--- src/rtl/cpu_bus_initiator.sv ---
// Bus-cycle sequencer for an 8088-style chipset: runs T1/T2/T3/TW/T4 cycles
// with wait states, a wait-state timeout, halt cycles and the paired INTA sequence.
//
// state | meaning
// IDLE  | bus passive; accepts a request, or counts the two-clock gap between INTA cycles
// T1    | status and address driven for the registered request
// T2    | status still driven; halt skips straight to T4 from here
// T3    | first processor_ready sample
// TW    | wait state; counts waits until ready or timeout
// T4    | completion clock; rsp_valid pulses unless this ends the first INTA cycle
module cpu_bus_initiator #(
    parameter int unsigned TIMEOUT_WAITS = 1023
) (
    input  logic        clock,
    input  logic        reset_n,
    input  logic        req_valid,
    input  logic [2:0]  req_type,
    input  logic        req_lock,
    input  logic [19:0] req_address,
    input  logic [7:0]  req_wdata,
    output logic        req_ready,
    output logic        rsp_valid,
    output logic [7:0]  rsp_rdata,
    output logic        rsp_timeout,
    output logic [2:0]  processor_status,
    output logic        processor_lock_n,
    output logic [19:0] cpu_address,
    output logic [7:0]  cpu_data_bus,
    input  logic [7:0]  cpu_data_in,
    input  logic        processor_ready
);

    typedef enum logic [2:0] {IDLE, T1, T2, T3, TW, T4} state_t;

    localparam logic [2:0] TYPE_INTA      = 3'b000;
    localparam logic [2:0] TYPE_IO_WR     = 3'b010;
    localparam logic [2:0] TYPE_HALT      = 3'b011;
    localparam logic [2:0] TYPE_MEM_WR    = 3'b110;
    localparam logic [2:0] TYPE_ILLEGAL   = 3'b111;
    localparam logic [2:0] STATUS_PASSIVE = 3'b111;
    localparam logic [9:0] WAIT_LIMIT     = 10'((TIMEOUT_WAITS > 1023) ? 1023 : TIMEOUT_WAITS);

    state_t      state_q, state_d;
    logic [2:0]  type_q, type_d;
    logic        lock_q, lock_d;
    logic [19:0] addr_q, addr_d;
    logic [7:0]  wdata_q, wdata_d;
    logic [7:0]  rdata_q, rdata_d;
    logic        timeout_q, timeout_d;
    logic [9:0]  wait_cnt_q, wait_cnt_d;
    logic        inta_second_q, inta_second_d;
    logic        gap_q, gap_d;
    logic        ready_en_q, ready_en_d;

    logic is_write, is_read, final_cycle, bus_active, accept, end_ok, end_to;

    always_ff @(posedge clock or negedge reset_n) begin
        if (!reset_n) begin
            state_q       <= IDLE;
            type_q        <= STATUS_PASSIVE;
            lock_q        <= 1'b0;
            addr_q        <= 20'h0_0000;
            wdata_q       <= 8'h00;
            rdata_q       <= 8'h00;
            timeout_q     <= 1'b0;
            wait_cnt_q    <= 10'd0;
            inta_second_q <= 1'b0;
            gap_q         <= 1'b0;
            ready_en_q    <= 1'b0;
        end else begin
            state_q       <= state_d;
            type_q        <= type_d;
            lock_q        <= lock_d;
            addr_q        <= addr_d;
            wdata_q       <= wdata_d;
            rdata_q       <= rdata_d;
            timeout_q     <= timeout_d;
            wait_cnt_q    <= wait_cnt_d;
            inta_second_q <= inta_second_d;
            gap_q         <= gap_d;
            ready_en_q    <= ready_en_d;
        end
    end

    always_comb begin
        state_d       = state_q;
        type_d        = type_q;
        lock_d        = lock_q;
        addr_d        = addr_q;
        wdata_d       = wdata_q;
        rdata_d       = rdata_q;
        timeout_d     = timeout_q;
        wait_cnt_d    = wait_cnt_q;
        inta_second_d = inta_second_q;
        gap_d         = gap_q;
        ready_en_d    = 1'b1;
        end_ok        = 1'b0;
        end_to        = 1'b0;

        is_write    = (type_q == TYPE_IO_WR) || (type_q == TYPE_MEM_WR);
        is_read     = type_q inside {3'b000, 3'b001, 3'b100, 3'b101};
        // A timeout on the first INTA cycle ends the whole sequence.
        final_cycle = timeout_q || !((type_q == TYPE_INTA) && !inta_second_q);
        bus_active  = (state_q != IDLE);
        req_ready   = ready_en_q && (((state_q == IDLE) && !inta_second_q) ||
                                     ((state_q == T4) && final_cycle));
        accept      = req_ready && req_valid && (req_type != TYPE_ILLEGAL);

        case (state_q)
            IDLE: begin
                if (inta_second_q) begin
                    gap_d = ~gap_q;
                    if (gap_q) state_d = T1;
                end else if (accept) begin
                    state_d = T1;
                end
            end
            T1: begin
                wait_cnt_d = 10'd0;
                state_d    = T2;
            end
            T2: begin
                if (type_q == TYPE_HALT) begin
                    end_ok  = 1'b1;
                    state_d = T4;
                end else begin
                    state_d = T3;
                end
            end
            T3: begin
                if (processor_ready) begin
                    end_ok  = 1'b1;
                    state_d = T4;
                end else if (WAIT_LIMIT == 10'd0) begin
                    end_to  = 1'b1;
                    state_d = T4;
                end else begin
                    wait_cnt_d = 10'd1;
                    state_d    = TW;
                end
            end
            TW: begin
                if (processor_ready) begin
                    end_ok  = 1'b1;
                    state_d = T4;
                end else if (wait_cnt_q >= WAIT_LIMIT) begin
                    end_to  = 1'b1;
                    state_d = T4;
                end else if (wait_cnt_q != 10'h3FF) begin
                    wait_cnt_d = wait_cnt_q + 10'd1;
                end
            end
            T4: begin
                if (final_cycle) begin
                    inta_second_d = 1'b0;
                    state_d       = accept ? T1 : IDLE;
                end else begin
                    inta_second_d = 1'b1;
                    gap_d         = 1'b0;
                    state_d       = IDLE;
                end
            end
            default: state_d = IDLE;
        endcase

        if (accept) begin
            type_d  = req_type;
            lock_d  = req_lock;
            addr_d  = req_address;
            wdata_d = req_wdata;
        end

        if (end_ok) begin
            rdata_d   = is_read ? cpu_data_in : 8'h00;
            timeout_d = 1'b0;
        end
        if (end_to) begin
            rdata_d   = 8'hFF;
            timeout_d = 1'b1;
        end

        rsp_valid        = (state_q == T4) && final_cycle;
        rsp_rdata        = rdata_q;
        rsp_timeout      = timeout_q;
        processor_status = ((state_q == T1) || (state_q == T2)) ? type_q : STATUS_PASSIVE;
        processor_lock_n = !(lock_q && (bus_active || inta_second_q));
        cpu_address      = addr_q;
        cpu_data_bus     = (bus_active && is_write) ? wdata_q : 8'h00;
    end

endmodule

--- config.mk ---
export PLATFORM = sky130hd
export DESIGN_NAME = cpu_bus_initiator
export DESIGN_NICKNAME = d
export VERILOG_FILES = /design/src/rtl/cpu_bus_initiator.sv
export SDC_FILE = /design/constraint.sdc
export NUM_CORES = 1
export LEC_CHECK = 0
export ABC_AREA = 1
export CAP_MARGIN = 30
export CORE_AREA = 2 2 58 115
export DETAILED_ROUTE_END_ITERATION = 8
export DIE_AREA = 0 0 60 117
export GPL_TIMING_DRIVEN = 0
export MAX_ROUTING_LAYER = met4
export PLACE_DENSITY = 0.78
export SLEW_MARGIN = 40
export SYNTH_ARGS = -nofsm -noshare
export SYNTH_HDL_FRONTEND = slang
export SYNTH_SLANG_ARGS = --single-unit
export TNS_END_PERCENT = 5
--- constraint.sdc ---
create_clock -name clock -period 1.58 [get_ports clock]
set_input_delay 0.237 -clock clock [delete_from_list [all_inputs] [get_ports clock]]
set_output_delay 0.237 -clock clock [all_outputs]
set_load 0.005 [all_outputs]
==> flow_metrics.py <==
metrics = {
    "timing": {
        "finalClockSkew_ns": 0.00457,
        "clock.fmax_mhz": 574,
        "finalHoldViolCount": 0,
        "rsz0062_at_grt": "yes",
        "period_minus_slack_ns": 1.74,
        "finalMaxSlewViolations": 0,
        "setup_viol": 65,
        "period_share_pct": 110,
        "setup_ws_ns": -0.161,
        "final.setup.tns_ns": -2.83,
    },
    "routing": {
        "avgViaCountPerCell": 4.95,
        "drtPass1Iterations": 4,
        "routed_wl_um": 7490,
        "ant_nets": 0,
        "via_count": 2750,
        "drt_iter0_drc": 164,
        "drc_errors": 0,
        "wl_per_cell_um": 13.5,
    },
    "clocking": {
        "cts-buffers-inserted": 9,
        "htree_levels": 3,
        "cts_root_buf": "clkbuf_16",
        "cts_sinks": 57,
        "path_clk_slew_ns": 0.05,
        "cts_tree": "yes",
        "clock_path_buffers": 2,
        "insertion_delay_ns": 0.34,
    },
    "worst_setup_path": {
        "worstSetupStartpointType": "register",
        "crit_type": "register to output port",
        "crit_arrival_ns": 1.50,
        "timing.rr.end": "state_q[0]$_DFFE_PN0P_",
        "critPathRequiredTime_ns": 1.34,
        "cp_max_fo": 4,
        "reg2reg_depth": 12,
        "r2r-start": "state_q[1]$_DFFE_PN0P_",
        "endpoint_kind": "output port",
        "r2r_slack_ns": -0.08,
    },
    "pwr": {
        "ir_worst_vdd_uv": 1130,
        "leakage_uw": 0.00217,
        "cellPowerDensity_mw_per_mm2": 1770,
        "p_total_uw": 7940,
    },
    "synth": {
        "postSynthAreaPerCell_um2": 8.32,
        "syn_area_mm2": 0.00280,
        "ys.warnings.count": 0,
        "synthCells": 336,
        "synthArstFlopShare_pct": 100,
        "synth_edf_count": 0,
        "ys_seq_area_share_pct": 51.1,
        "ys_ff_latch": 57,
        "synth_flop_cell": "dfrtp_1",
        "ys_types": 35,
        "syn-num-nets": 381,
    },
    "die": {
        "start_util_pct": 45.1,
        "row_count": 41,
        "dieHeight_um": 117,
        "die_area_mm2": 0.00702,
        "die_w_um": 60,
        "core_area_mm2": 0.00621,
        "top_level_ports": 87,
    },
    "run_status": {
        "outcome": "finished with violations",
        "violations": "negative setup slack",
    },
    "run": {
        "drv_cap": 0,
    },
    "finish": {
        "syn2layout_area_growth_pct": 60.1,
        "layout.nets": 510,
        "final.fill_count": 461,
        "final_cell_mix": "nand2_1, clkdlybuf4s50_1, dfrtp_1, nand3_1, inv_1",
        "antenna_cells": 0,
        "layout-drive-gt1-share_pct": 30.0,
        "final_common_cell": "nand2_1",
    },
    "place": {
        "hpwl_um": 4620,
        "place.gp.congestion": 0.818,
        "dp_slack_ns": -0.478,
        "port_buffers": 86,
    },
    "global_routing": {
        "overflow": 0,
        "grt_pass1_wl_um": 12100,
        "grt_max_degree": 40,
        "antenna_found_initial": 0,
        "track_usage_pct": 23.7,
        "grt_pass1_vias": 2709,
    },
    "min_path": {
        "min_path_type": "input pin to async pin",
    },
}
kinds of logic after synthesis:
family                     Yosys count  share of synthesized area (%)
and+or+nand+nor                    199                           32.2
DFF                                 57                           51.1
buffers and inverters               46                           7.56
AOI/OAI and AO/OA                   29                           7.61
xor gates and xnor gates             3                          0.940
adders and majority gates            1                          0.447
other                                1                          0.134
stage by stage:
stage          hold WS, ns  instances  utilization (%)  cell area, µm²
2_1_floorplan      -0.0586        336                -            2800
3_3_place_gp         0.462        508             60.7            3760
3_5_place_dp         0.133        509             60.9            3780
4_1_cts              0.324        548             70.2            4360
5_1_grt              0.344        556             72.1            4480
6_report             0.318        556             72.1            4480
layer usage:
metal,share of wire [%],global-route usage (%),up-vias
met4,2.9,11.6,0
met3,6.3,6.70,20
li1,-,-,1328
met1,41,27.8,1300
met2,50,36.8,102
met5,0,-,-
worst max-delay path: stages, from the launching register on:
cell	delay [ns]
dfrtp_1	0.40
inv_2	0.12
nand2_4	0.07
nor2_4	0.12
nand2_4	0.09
a21boi_4	0.18
buf_6	0.12
buf_6	0.08
worst max-delay path by stage:
| stage | to | start | slack, ns | cells past startpoint |
|---|---|---|---|---|
| global placement | cpu_address[14]$_DFFE_PN0P_ | reset_n | -1.52 | 1 |
| finish | req_ready | state_q[1]$_DFFE_PN0P_ | -0.16 | 7 |
| global route | req_ready | type_q[1]$_DFFE_PN1P_ | -0.22 | 6 |
| detailed placement | req_ready | state_q[0]$_DFFE_PN0P_ | -0.48 | 7 |
| CTS | cpu_data_bus[4] | state_q[1]$_DFFE_PN0P_ | -0.17 | 8 |
| floorplan | wait_cnt_q[9]$_DFFE_PN0P_ | wait_cnt_q[0]$_DFFE_PN0P_ | 0.12 | 10 |
power by group:
part	switching [µW]	internal, µW	leakage (µW)	total, µW
Clock	644	1220	0.000149	1870
Combinational	1770	1950	0.00131	3720
Sequential	322	2030	0.000710	2350
Total	2740	5200	0.00217	7940
registers in the layout (all words and copies together) (netlist names):
signal and flops:
type_q 3, cpu_address 20, gap_q 1, rsp_timeout 1, wdata_q 8, inta_second_q 1
state_q 3, ready_en_q 1, rsp_rdata 8, wait_cnt_q 10, lock_q 1
what timing repair did:
| action | 4_1_cts | 5_1_grt |
|---|---|---|
| pin swaps | 16 | 10 |
| resized for setup | 90 | 23 |
| hold endpoints to repair | 16 | 0 |
| hold buffers | 1 | 0 |
| setup buffers | 22 | 8 |
| endpoints found under the setup margin | 34 | 66 |
layout make-up:
type                            count  area [µm²]  area share (%)
Buffer                              9        93.8            2.10
Sequential cell                    57        1430            32.0
Inverter                           37         146            3.27
Clock inverter                      2        10.0           0.224
Tap cell                           86         108            2.40
Clock buffer                       14         284            6.34
Multi-Input combinational cell    233        1290            28.9
Timing Repair Buffer              118        1110            24.7
cells in the mapped netlist, types with 2 or more instances:
master / count / area, µm²
a21oi_2: 11 / 96.3
nor2_2: 7 / 43.8
dfrtp_1: 54 / 1350
dfstp_2: 3 / 78.8
xor2_1: 3 / 26.3
nand2_2: 4 / 25.0
nor3_1: 3 / 15.0
a21oi_1: 3 / 15.0
nand3b_1: 3 / 22.5
buf_6: 2 / 22.5
nor2_1: 24 / 90.1
o21ai_1: 6 / 30.0
nand3_1: 49 / 245
inv_2: 10 / 37.5
nand4_1: 4 / 25.0
o21ai_0: 4 / 20.0
or2_1: 2 / 12.5
buf_4: 3 / 22.5
clkbuf_1: 2 / 7.51
inv_1: 26 / 97.6
nand2_1: 99 / 372
No activity file was read; power rests on OpenSTA's default activity.
